## config.mk

```make
export PLATFORM = sky130hd
export DESIGN_NAME = kbd_scan_ctrl_flat
export DESIGN_NICKNAME = d
export VERILOG_FILES = /design/src/rtl/kbd_scan_ctrl_if.sv /design/src/rtl/kbd_scan_ctrl.sv /design/src/flat_wrapper.sv
export SDC_FILE = /design/constraint.sdc
export NUM_CORES = 1
export LEC_CHECK = 0
export BUFFER_PORTS_ARGS = -buffer_cell sky130_fd_sc_hd__buf_2
export CORE_MARGIN = 2
export CORE_UTILIZATION = 45
export DETAILED_ROUTE_END_ITERATION = 8
export MAX_ROUTING_LAYER = met4
export PLACE_DENSITY = 0.67
export SYNTH_ARGS = -nofsm -noshare
export SYNTH_HDL_FRONTEND = slang
export SYNTH_SLANG_ARGS = --single-unit
```

## constraint.sdc

```tcl
create_clock -name clk -period 2.8 [get_ports clk]
set_input_delay 0.28 -clock clk [delete_from_list [all_inputs] [get_ports clk]]
set_output_delay 0.28 -clock clk [all_outputs]
set_load 0.02 [all_outputs]
```

## src/rtl/kbd_scan_ctrl_if.sv

```systemverilog
// CPU/keyboard-facing bus of the key-event sequencer: receiver bytes in, queued events out.
interface kbd_scan_ctrl_if #(
    parameter int unsigned AW = 3
);
    logic [7:0]  kbd_byte;
    logic        kbd_ready;
    logic        rd_en;
    logic        clr_ovf;
    logic        evt_valid;
    logic [9:0]  evt_data;
    logic [AW:0] fifo_count;
    logic        overflow;
    logic        busy;

    modport master (
        output kbd_byte, kbd_ready, rd_en, clr_ovf,
        input  evt_valid, evt_data, fifo_count, overflow, busy
    );

    modport slave (
        input  kbd_byte, kbd_ready, rd_en, clr_ovf,
        output evt_valid, evt_data, fifo_count, overflow, busy
    );
endinterface

```

## src/rtl/kbd_scan_ctrl.sv

```systemverilog
// PS/2 byte sequencer: folds E0/F0 prefixes into {ext, brk, code} events and queues them.
// Optional build macro KBD_TYPEMATIC_FILTER_EN drops auto-repeated make events.
module kbd_scan_ctrl #(
    parameter int unsigned DEPTH       = 8,
    parameter int unsigned AW          = 3,
    parameter int unsigned TIMEOUT_CYC = 50000
) (
    input logic           clk,
    input logic           reset,
    kbd_scan_ctrl_if.slave bus
);
    localparam int unsigned TW = $clog2(TIMEOUT_CYC + 1);
    localparam int unsigned CW = AW + 1;
    localparam logic [7:0] BYTE_E0 = 8'hE0;
    localparam logic [7:0] BYTE_F0 = 8'hF0;

    typedef enum logic [1:0] {IDLE, GOT_E0, GOT_F0, GOT_E0F0} state_t;

    state_t          state_q, state_nxt;
    logic [TW-1:0]   to_cnt_q, to_cnt_nxt;
    logic            busy_q;

    logic            final_c, push_c, ext_c, brk_c;
    logic [9:0]      evt_c;

    logic [9:0]      mem [DEPTH];
    logic [AW-1:0]   wr_ptr_q, rd_ptr_q, rd_ptr_nxt;
    logic [CW-1:0]   count_q, count_nxt;
    logic [9:0]      head_q, head_nxt;
    logic            valid_q, ovf_q;
    logic            pop_c, push_ok_c, drop_c;

`ifdef KBD_TYPEMATIC_FILTER_EN
    logic            filt_valid_q;
    logic [8:0]      filt_key_q;
    logic            rpt_c;
`endif

    // State register and prefix timeout counter
    always_ff @(posedge clk or negedge reset) begin
        if (!reset) begin
            state_q  <= IDLE;
            to_cnt_q <= '0;
            busy_q   <= 1'b0;
        end else begin
            state_q  <= state_nxt;
            to_cnt_q <= to_cnt_nxt;
            busy_q   <= (state_nxt != IDLE);
        end
    end

    // Next state: prefixes accumulate, any other byte completes the event
    always_comb begin
        state_nxt  = state_q;
        to_cnt_nxt = '0;
        if (bus.kbd_ready) begin
            if (bus.kbd_byte == BYTE_E0) begin
                state_nxt = GOT_E0;
            end else if (bus.kbd_byte == BYTE_F0) begin
                case (state_q)
                    IDLE:    state_nxt = GOT_F0;
                    GOT_E0:  state_nxt = GOT_E0F0;
                    default: state_nxt = state_q;
                endcase
            end else begin
                state_nxt = IDLE;
            end
        end else if (state_q != IDLE) begin
            if (to_cnt_q == TW'(TIMEOUT_CYC - 1)) begin
                state_nxt = IDLE;
            end else begin
                to_cnt_nxt = to_cnt_q + TW'(1);
            end
        end
    end

    // Event formation and push strobe
    always_comb begin
        ext_c   = (state_q == GOT_E0) || (state_q == GOT_E0F0);
        brk_c   = (state_q == GOT_F0) || (state_q == GOT_E0F0);
        evt_c   = {ext_c, brk_c, bus.kbd_byte};
        final_c = bus.kbd_ready && (bus.kbd_byte != BYTE_E0) && (bus.kbd_byte != BYTE_F0);
`ifdef KBD_TYPEMATIC_FILTER_EN
        rpt_c   = final_c && !brk_c && filt_valid_q && (filt_key_q == {ext_c, bus.kbd_byte});
        push_c  = final_c && !rpt_c;
`else
        push_c  = final_c;
`endif
    end

`ifdef KBD_TYPEMATIC_FILTER_EN
    // Last make key seen; a matching break re-arms it so the next press gets through
    always_ff @(posedge clk or negedge reset) begin
        if (!reset) begin
            filt_valid_q <= 1'b0;
            filt_key_q   <= '0;
        end else if (final_c) begin
            if (!brk_c) begin
                filt_valid_q <= 1'b1;
                filt_key_q   <= {ext_c, bus.kbd_byte};
            end else if (filt_key_q == {ext_c, bus.kbd_byte}) begin
                filt_valid_q <= 1'b0;
            end
        end
    end
`endif

    // FIFO bookkeeping; a push into a full FIFO survives only if a pop frees a slot
    always_comb begin
        pop_c      = bus.rd_en && (count_q != '0);
        push_ok_c  = push_c && ((count_q != CW'(DEPTH)) || pop_c);
        drop_c     = push_c && !push_ok_c;
        count_nxt  = count_q + CW'(push_ok_c) - CW'(pop_c);
        rd_ptr_nxt = rd_ptr_q + AW'(pop_c);
        if (count_nxt == '0) begin
            head_nxt = '0;
        end else if (push_ok_c && (wr_ptr_q == rd_ptr_nxt)) begin
            head_nxt = evt_c;
        end else begin
            head_nxt = mem[rd_ptr_nxt];
        end
    end

    always_ff @(posedge clk) begin
        if (push_ok_c) mem[wr_ptr_q] <= evt_c;
    end

    always_ff @(posedge clk or negedge reset) begin
        if (!reset) begin
            wr_ptr_q <= '0;
            rd_ptr_q <= '0;
            count_q  <= '0;
            head_q   <= '0;
            valid_q  <= 1'b0;
            ovf_q    <= 1'b0;
        end else begin
            wr_ptr_q <= wr_ptr_q + AW'(push_ok_c);
            rd_ptr_q <= rd_ptr_nxt;
            count_q  <= count_nxt;
            head_q   <= head_nxt;
            valid_q  <= (count_nxt != '0);
            if (drop_c) begin
                ovf_q <= 1'b1;
            end else if (bus.clr_ovf) begin
                ovf_q <= 1'b0;
            end
        end
    end

    assign bus.evt_valid  = valid_q;
    assign bus.evt_data   = head_q;
    assign bus.fifo_count = count_q;
    assign bus.overflow   = ovf_q;
    assign bus.busy       = busy_q;
endmodule

```

## src/flat_wrapper.sv

```systemverilog
// flat-port wrapper written by rule: the top's interface ports become plain ports
module kbd_scan_ctrl_flat 
#(
    parameter int unsigned DEPTH       = 8,
    parameter int unsigned AW          = 3,
    parameter int unsigned TIMEOUT_CYC = 50000
)
  (clk, reset, bus_kbd_byte, bus_kbd_ready, bus_rd_en, bus_clr_ovf, bus_evt_valid, bus_evt_data, bus_fifo_count, bus_overflow, bus_busy);
  kbd_scan_ctrl_if #(.AW(AW)) bus_i ();
  input logic clk;
  input logic reset;
  input wire logic [$bits(bus_i.kbd_byte)-1:0] bus_kbd_byte;
  input wire logic [$bits(bus_i.kbd_ready)-1:0] bus_kbd_ready;
  input wire logic [$bits(bus_i.rd_en)-1:0] bus_rd_en;
  input wire logic [$bits(bus_i.clr_ovf)-1:0] bus_clr_ovf;
  output wire logic [$bits(bus_i.evt_valid)-1:0] bus_evt_valid;
  output wire logic [$bits(bus_i.evt_data)-1:0] bus_evt_data;
  output wire logic [$bits(bus_i.fifo_count)-1:0] bus_fifo_count;
  output wire logic [$bits(bus_i.overflow)-1:0] bus_overflow;
  output wire logic [$bits(bus_i.busy)-1:0] bus_busy;
  assign bus_i.kbd_byte = bus_kbd_byte;
  assign bus_i.kbd_ready = bus_kbd_ready;
  assign bus_i.rd_en = bus_rd_en;
  assign bus_i.clr_ovf = bus_clr_ovf;
  assign bus_evt_valid = bus_i.evt_valid;
  assign bus_evt_data = bus_i.evt_data;
  assign bus_fifo_count = bus_i.fifo_count;
  assign bus_overflow = bus_i.overflow;
  assign bus_busy = bus_i.busy;
  kbd_scan_ctrl #(.DEPTH(DEPTH), .AW(AW), .TIMEOUT_CYC(TIMEOUT_CYC)) u_core (.clk(clk), .reset(reset), .bus(bus_i));
endmodule
```

==> results of run 1 <==
## stage by stage
step	utilization, %	hold WS, ps	power, uW
finish	57.13	17.88	7471
global route	57.13	91.29	7821
CTS	55.98	49.89	7289
detailed placement	50.18	475.6	4976
global placement	50.18	469.0	4913
floorplan	-	-15.59	4194
## synthesized netlist by cell type, types with 2 or more instances
cell type	n
clkbuf_1	6
xnor2_1	12
o211a_1	10
o32ai_1	2
nand2b_1	3
inv_1	19
or2_2	3
nor2_1	22
xor2_1	5
buf_2	5
edfxtp_1	80
nor3_1	4
nor4_1	4
mux2i_1	11
nand4_1	2
mux4_2	20
nand3_2	2
nand2_1	6
or4bb_1	2
o21ai_0	14
or3_1	5
ha_1	11
nand3_1	4
a21oi_1	4
dfrtp_1	41
## final cells by class
class	instances	area [um^2]	share of cell area [%]
Tap cell	140	175.2	2.804
Timing Repair Buffer	51	322.8	5.167
Clock inverter	8	142.6	2.283
Clock buffer	24	491.7	7.871
Multi-Input combinational cell	162	1610	25.78
Sequential cell	121	3431	54.92
Inverter	19	73.82	1.182
## placed cells by master (no fill, tap or decap), types with 14 or more instances in the layout
master,synthesis,routed
edfxtp_1,80,80
dfrtp_1,41,39
buf_2,5,29
nor2_1,22,21
buf_4,0,21
mux4_2,20,20
clkbuf_16,0,17
inv_1,19,14
o21ai_0,14,14
## worst max-delay path, cell delays in order, from the launching register on
cell	delay (ps)
dfrtp_2	410
inv_4	80
ha_4	120
or3b_4	390
o221ai_4	190
inv_2	90
ha_4	170
inv_2	60
fa_2	440
inv_2	90
nor4b_2	50
mux2i_1	270
buf_4	230
o211a_1	160
## per-layer routing
layer	routed length [um]	global-route usage (%)	vias up	part of all wire, %
li1	-	-	1309	-
met1	4437	21.98	1473	44
met2	5035	28.70	61	50
met3	379	5.232	15	3.8
met4	198	6.696	0	2.0
met5	0	-	-	0
## power groups by stage
stage               Clock (uW)  Sequential (uW)  Combinational, uW
floorplan                    0             2550               1640
global placement             0             2450               2470
detailed placement           0             2460               2520
CTS                       2330             2430               2530
global route              2410             2470               2940
finish                    2310             2440               2730
## state kept, by name, summed over array words and instances, names as in the netlist
signal	flops
u_core.to_cnt_q	16
u_core.bus.overflow	1
u_core.mem	80
u_core.bus.evt_valid	1
u_core.rd_ptr_q	3
u_core.wr_ptr_q	3
u_core.bus.busy	1
u_core.state_q	2
u_core.bus.fifo_count	4
u_core.bus.evt_data	10
## timing repair
| item | 4_1_cts | 5_1_grt |
|---|---|---|
| hold buffers | 0 | 0 |
| resized for setup | 0 | 24 |
| setup buffers | 0 | 3 |
| endpoints found under the setup margin | 0 | 21 |
## cell families (layout without fill, tap and decap cells)
kind of cell / Yosys count / after routing / synth area share (%)
flip-flops: 121 / 121 / 67.37
AND/OR/NAND/NOR: 66 / 66 / 7.352
AO/OA/AOI/OAI: 35 / 35 / 4.844
buffers and inverters: 32 / 102 / 2.950
multiplexers: 31 / 31 / 11.02
XOR/XNOR: 18 / 18 / 3.368
adder cells (fa/ha/maj): 12 / 12 / 3.098
## worst paths after layout
check / startpoint / end / slack [ps] / depth (start not counted)
max in group asynchronous: reset / u_core.bus.fifo_count[2] / 2140 / 1
min in group clk: bus_clr_ovf / u_core.bus.overflow / 100 / 2
hold / removal: reset / u_core.to_cnt_q[7] / 20 / 1
hold reg to reg: u_core.to_cnt_q[0] / u_core.to_cnt_q[0] / 490 / 1
setup reg to reg: u_core.bus.fifo_count[2] / u_core.bus.evt_data[0] / -20 / 13
setup / recovery: u_core.bus.fifo_count[2] / u_core.bus.evt_data[0] / -20 / 13
==> flow_summary.ini, run 1 <==
[run_status]
status = complete, but fails checks
violations = setup timing

[power_and_ir_drop]
swShare_pct = 30.61
pwr-share-comb_pct = 36.5
p_sw_uw = 2287
power-per-cell-area_nw_per_um2 = 1196
sequentialPowerShare_pct = 32.7
p_leak_uw = 0.002364
clock_power_share_pct = 30.9
peakVddDrop_mv = 0.9779
internal_power_uw = 5184

[sta]
rsz0062_at_grt = true
fin_crit_sh_pct = 100.8
fin_ws_ps = -21.30
setup_tns_ps = -49.71
setup_viol = 5
skew_ps = 6.992
fmax_ghz = 0.3544
worstMarginPinSlew_ps = 1121
min_period_ps = 2821
hold_violations = 0
drv_slew = 0
slew_headroom_pct = 25.00

[placed_design]
placed_area_um2 = 5488
place_ws_ps = -4.332
placedCellCount = 489
place_hpwl_mm = 6.189
finalWeightedCongestion = 0.7775
io_buffers = 29

[logic_synthesis]
synth-edff-count = 80
ys_warn_count = 0
ys.flop_type = edfxtp_1
ys_types = 43
yosysSeqAreaShare_pct = 67.37
ys_ff_latch = 121
mappedNetlistArea_um2 = 5089
ys_top_cells_by_area = edfxtp_1 47%, dfrtp_1 20%, mux4_2 8.9%
async_flop_share_pct = 33.88
synth_top_area_cell = edfxtp_1
syn_inst = 315
yosysTopAreaCellShare_pct = 47.21
synth.avg_cell_area_um2 = 16.15
mappedNetlistNets = 340

[clocking]
htreeDepth = 4
cts_sinks = 121
clk_path_buf_depth = 2
clk_latency_ps = 400
cts_root_buf = clkbuf_16
clk_pin_slew_worst_paths_ps = 50
cts_inserted_buffers = 17
cts_tree = done

[setup_path]
arrival_ps = 3160
path_class = reg -> reg
endpoint_kind = flop
cp_max_fo = 6
crit_path_start_kind = flop
cp_data_required_time_ps = 3140

[detailed_routing]
drtIter0Drc = 152
finalWirelength_mm = 10.05
post_drt_via_cell_ratio = 5.444
num_vias = 2858
postRouteAntennaNets = 0
first_pass_iters = 4
remaining_drc_errors = 0
wl_per_cell_um = 19.14

[floorplanning]
rows = 38
start_util_pct = 46.53
die_area_um2 = 12170
fp.dieW_um = 110.3
num_io_pins = 30
core-area_um2 = 10940
die_h_um = 110.3

[global_routing]
grt_pass1_vias = 2913
grt_pass1_wl_mm = 15.30
grt_usage_pct = 18.01
grt_overflow = 0
antenna_found_initial = 0
grt_max_degree = 42

[run]
cap_violations = 0

[cells_and_area]
n_fill_cell = 834
layout.cells.non_filler = 525
area_growth_pct = 22.77
post-route-cell-area_um2 = 6247
antennaDiodeCount = 0
nets = 397
drive_gt1_share_pct = 32.47

[worst_hold_path]
hold_class = in -> async
Note: power is estimated with default switching activity, not from simulation.
==> inputs of run 2 (changes only) <==
--- a/config.mk
+++ b/config.mk
@@ -8,6 +8,7 @@
 export BUFFER_PORTS_ARGS = -buffer_cell sky130_fd_sc_hd__buf_2
 export CORE_MARGIN = 2
 export CORE_UTILIZATION = 45
+export CTS_BUF_LIST = sky130_fd_sc_hd__clkbuf_4 sky130_fd_sc_hd__clkbuf_8
 export DETAILED_ROUTE_END_ITERATION = 8
 export MAX_ROUTING_LAYER = met4
 export PLACE_DENSITY = 0.67
==> run 2 against run 1 <==
The run now ends clean. Clock-buffer cell count is the same. Clock skew is essentially flat. Routed wire length shrank 1.3%. Largest power group unchanged. Utilization shrank 1.2 points. Via count grew 0.24%. Clock power shrank 25%. First-iteration DRC count shrank 7.2%. Sequential share of layout area grew 1.2 points. Die area is the same. Non-clock buffer count grew 1. Critical path type unchanged.
==> flow_summary.ini, run 2 (synthesis gave the netlist of run 1 again) <==
[cells_and_area]
drive_gt1_share_pct = 33.94
regArea_um2 = 3431
area_growth_pct = 20.21
n_fill_cell = 855
nets = 398
antennaDiodeCount = 0
largest_register_ffs = 80
top_register = u_core.mem
final_common_cell = edfxtp_1
multi_input_area_um2 = 1647
post-route-cell-area_um2 = 6117
most-common-layout-cells = 80 x edfxtp_1, 39 x dfrtp_1, 29 x buf_2

[clocking]
cts_sinks = 121
holdBufCountCts = 0
clk_latency_ps = 430
clk_pin_slew_worst_paths_ps = 70
cts_root_buf = clkbuf_8
cts_inserted_buffers = 17
clk_path_buf_depth = 2
cts_tree = done
htreeDepth = 4

[detailed_routing]
first_pass_iters = 4
wl_met1_mm = 4.271
wl_met2_mm = 4.945
wl_per_cell_um = 18.85
topRoutingLayerUsed = met4
drtIter0Drc = 141
wl_met3_um = 481
finalWirelength_mm = 9.915
remaining_drc_errors = 0
post_drt_via_cell_ratio = 5.447
postRouteAntennaNets = 0
num_vias = 2865

[power_and_ir_drop]
internal_power_uw = 4764
p_leak_uw = 0.002300
pwr-share-comb_pct = 40.5
swShare_pct = 32.00
p_sw_uw = 2242
sequentialPowerShare_pct = 34.8
peakVddDrop_mv = 0.9838
clock_power_share_pct = 24.7
power-per-cell-area_nw_per_um2 = 1145

[run_status]
status = completed

[setup_path]
cp_data_required_time_ps = 3170
crit_path_start_kind = flop
cp_max_fo = 5
path_class = reg -> reg
startpoint = u_core.bus.fifo_count[2]
arrival_ps = 3150
endpoint_kind = flop
r2r_start = u_core.bus.fifo_count[2]

[worst_hold_path]
hold_class = in -> async

[global_routing]
grt_max_degree = 42
grt_pass1_wl_mm = 14.95
grt_overflow = 0
antenna_found_initial = 0
grt_pass1_vias = 2882
grt_usage_pct = 17.68

[floorplanning]
die_area_um2 = 12170
rows = 38
num_io_pins = 30
fp.dieW_um = 110.3
start_util_pct = 46.53
core-area_um2 = 10940
die_h_um = 110.3

[placed_design]
finalWeightedCongestion = 0.7775
io_buffers = 29
placed_area_um2 = 5488
place_ws_ps = -4.332
place_hpwl_mm = 6.189

[sta]
slew_headroom_pct = 22.89
fmax_ghz = 0.3600
rsz0062_at_grt = true
min_period_ps = 2778
drv_slew = 0
hold_violations = 0
fin_crit_sh_pct = 99.21
skew_ps = 6.671
worstMarginPinSlew_ps = 1152
setup_viol = 0
holdWs_ps = 2.040
fin_ws_ps = 22.06

[run]
cap_violations = 0
run 2: changes by cell type in the layout (fill, tap and decap cells not counted), sizes merged:
cell / delta
buf: +1
run 2: path summary, 6_finish.rpt:
path	to	slack [ps]	cells after the start
max in group asynchronous	u_core.bus.fifo_count[1]	2140	1
setup / recovery	u_core.bus.evt_data[1]	20	13
min in group clk	u_core.bus.overflow	40	2
hold / removal	u_core.to_cnt_q[7]	2	1
hold reg to reg	u_core.to_cnt_q[0]	490	1
setup reg to reg	u_core.bus.evt_data[1]	20	13
run 2: cell type report:
cell class | count | area share, %
multi-input cells | 162 | 26.92
clock buffers | 24 | 5.093
flip-flops and latches | 121 | 56.09
inverters | 19 | 1.248
repair buffers | 52 | 5.461
well taps | 140 | 2.864
clock inverters | 8 | 2.332
run 2: critical path, cell delays in order (launching register included):
cell and delay [ps]:
dfrtp_2 420, inv_4 80, ha_4 110, or3b_4 390, o221ai_4 190, inv_2 80, ha_4 170, inv_2 60
fa_2 460, inv_4 100, nor4b_4 50, mux2i_2 270, buf_4 210, o211a_1 140
run 2: layer usage:
metal | vias up | global-route usage (%)
met5 | - | -
met4 | 0 | 6.161
met3 | 18 | 5.232
met2 | 70 | 28.26
met1 | 1472 | 21.62
li1 | 1305 | -
run 2: timing repair:
action	in CTS	in global routing
pin swaps	0	8
cloned	0	1
resized for setup	1	30
buffers inserted	0	4
endpoints found under the setup margin	1	11
run 2: power by group through the flow:
stage / combinational, uW / sequential (uW) / clock, uW
2_1_floorplan: 1640 / 2550 / 0
3_3_place_gp: 2470 / 2450 / 0
3_5_place_dp: 2520 / 2460 / 0
4_1_cts: 2530 / 2430 / 1770
5_1_grt: 3080 / 2460 / 1840
6_report: 2840 / 2440 / 1730
run 2: through the flow:
stage | instances | power, uW | setup TNS, ps | util (%)
floorplan | 315 | 4194 | 0 | -
global placement | 489 | 4913 | 0 | 50.18
detailed placement | 489 | 4976 | -4.332 | 50.18
CTS | 521 | 6725 | 0 | 54.39
global route | 526 | 7376 | -741.5 | 55.94
finish | 526 | 7005 | 0 | 55.94
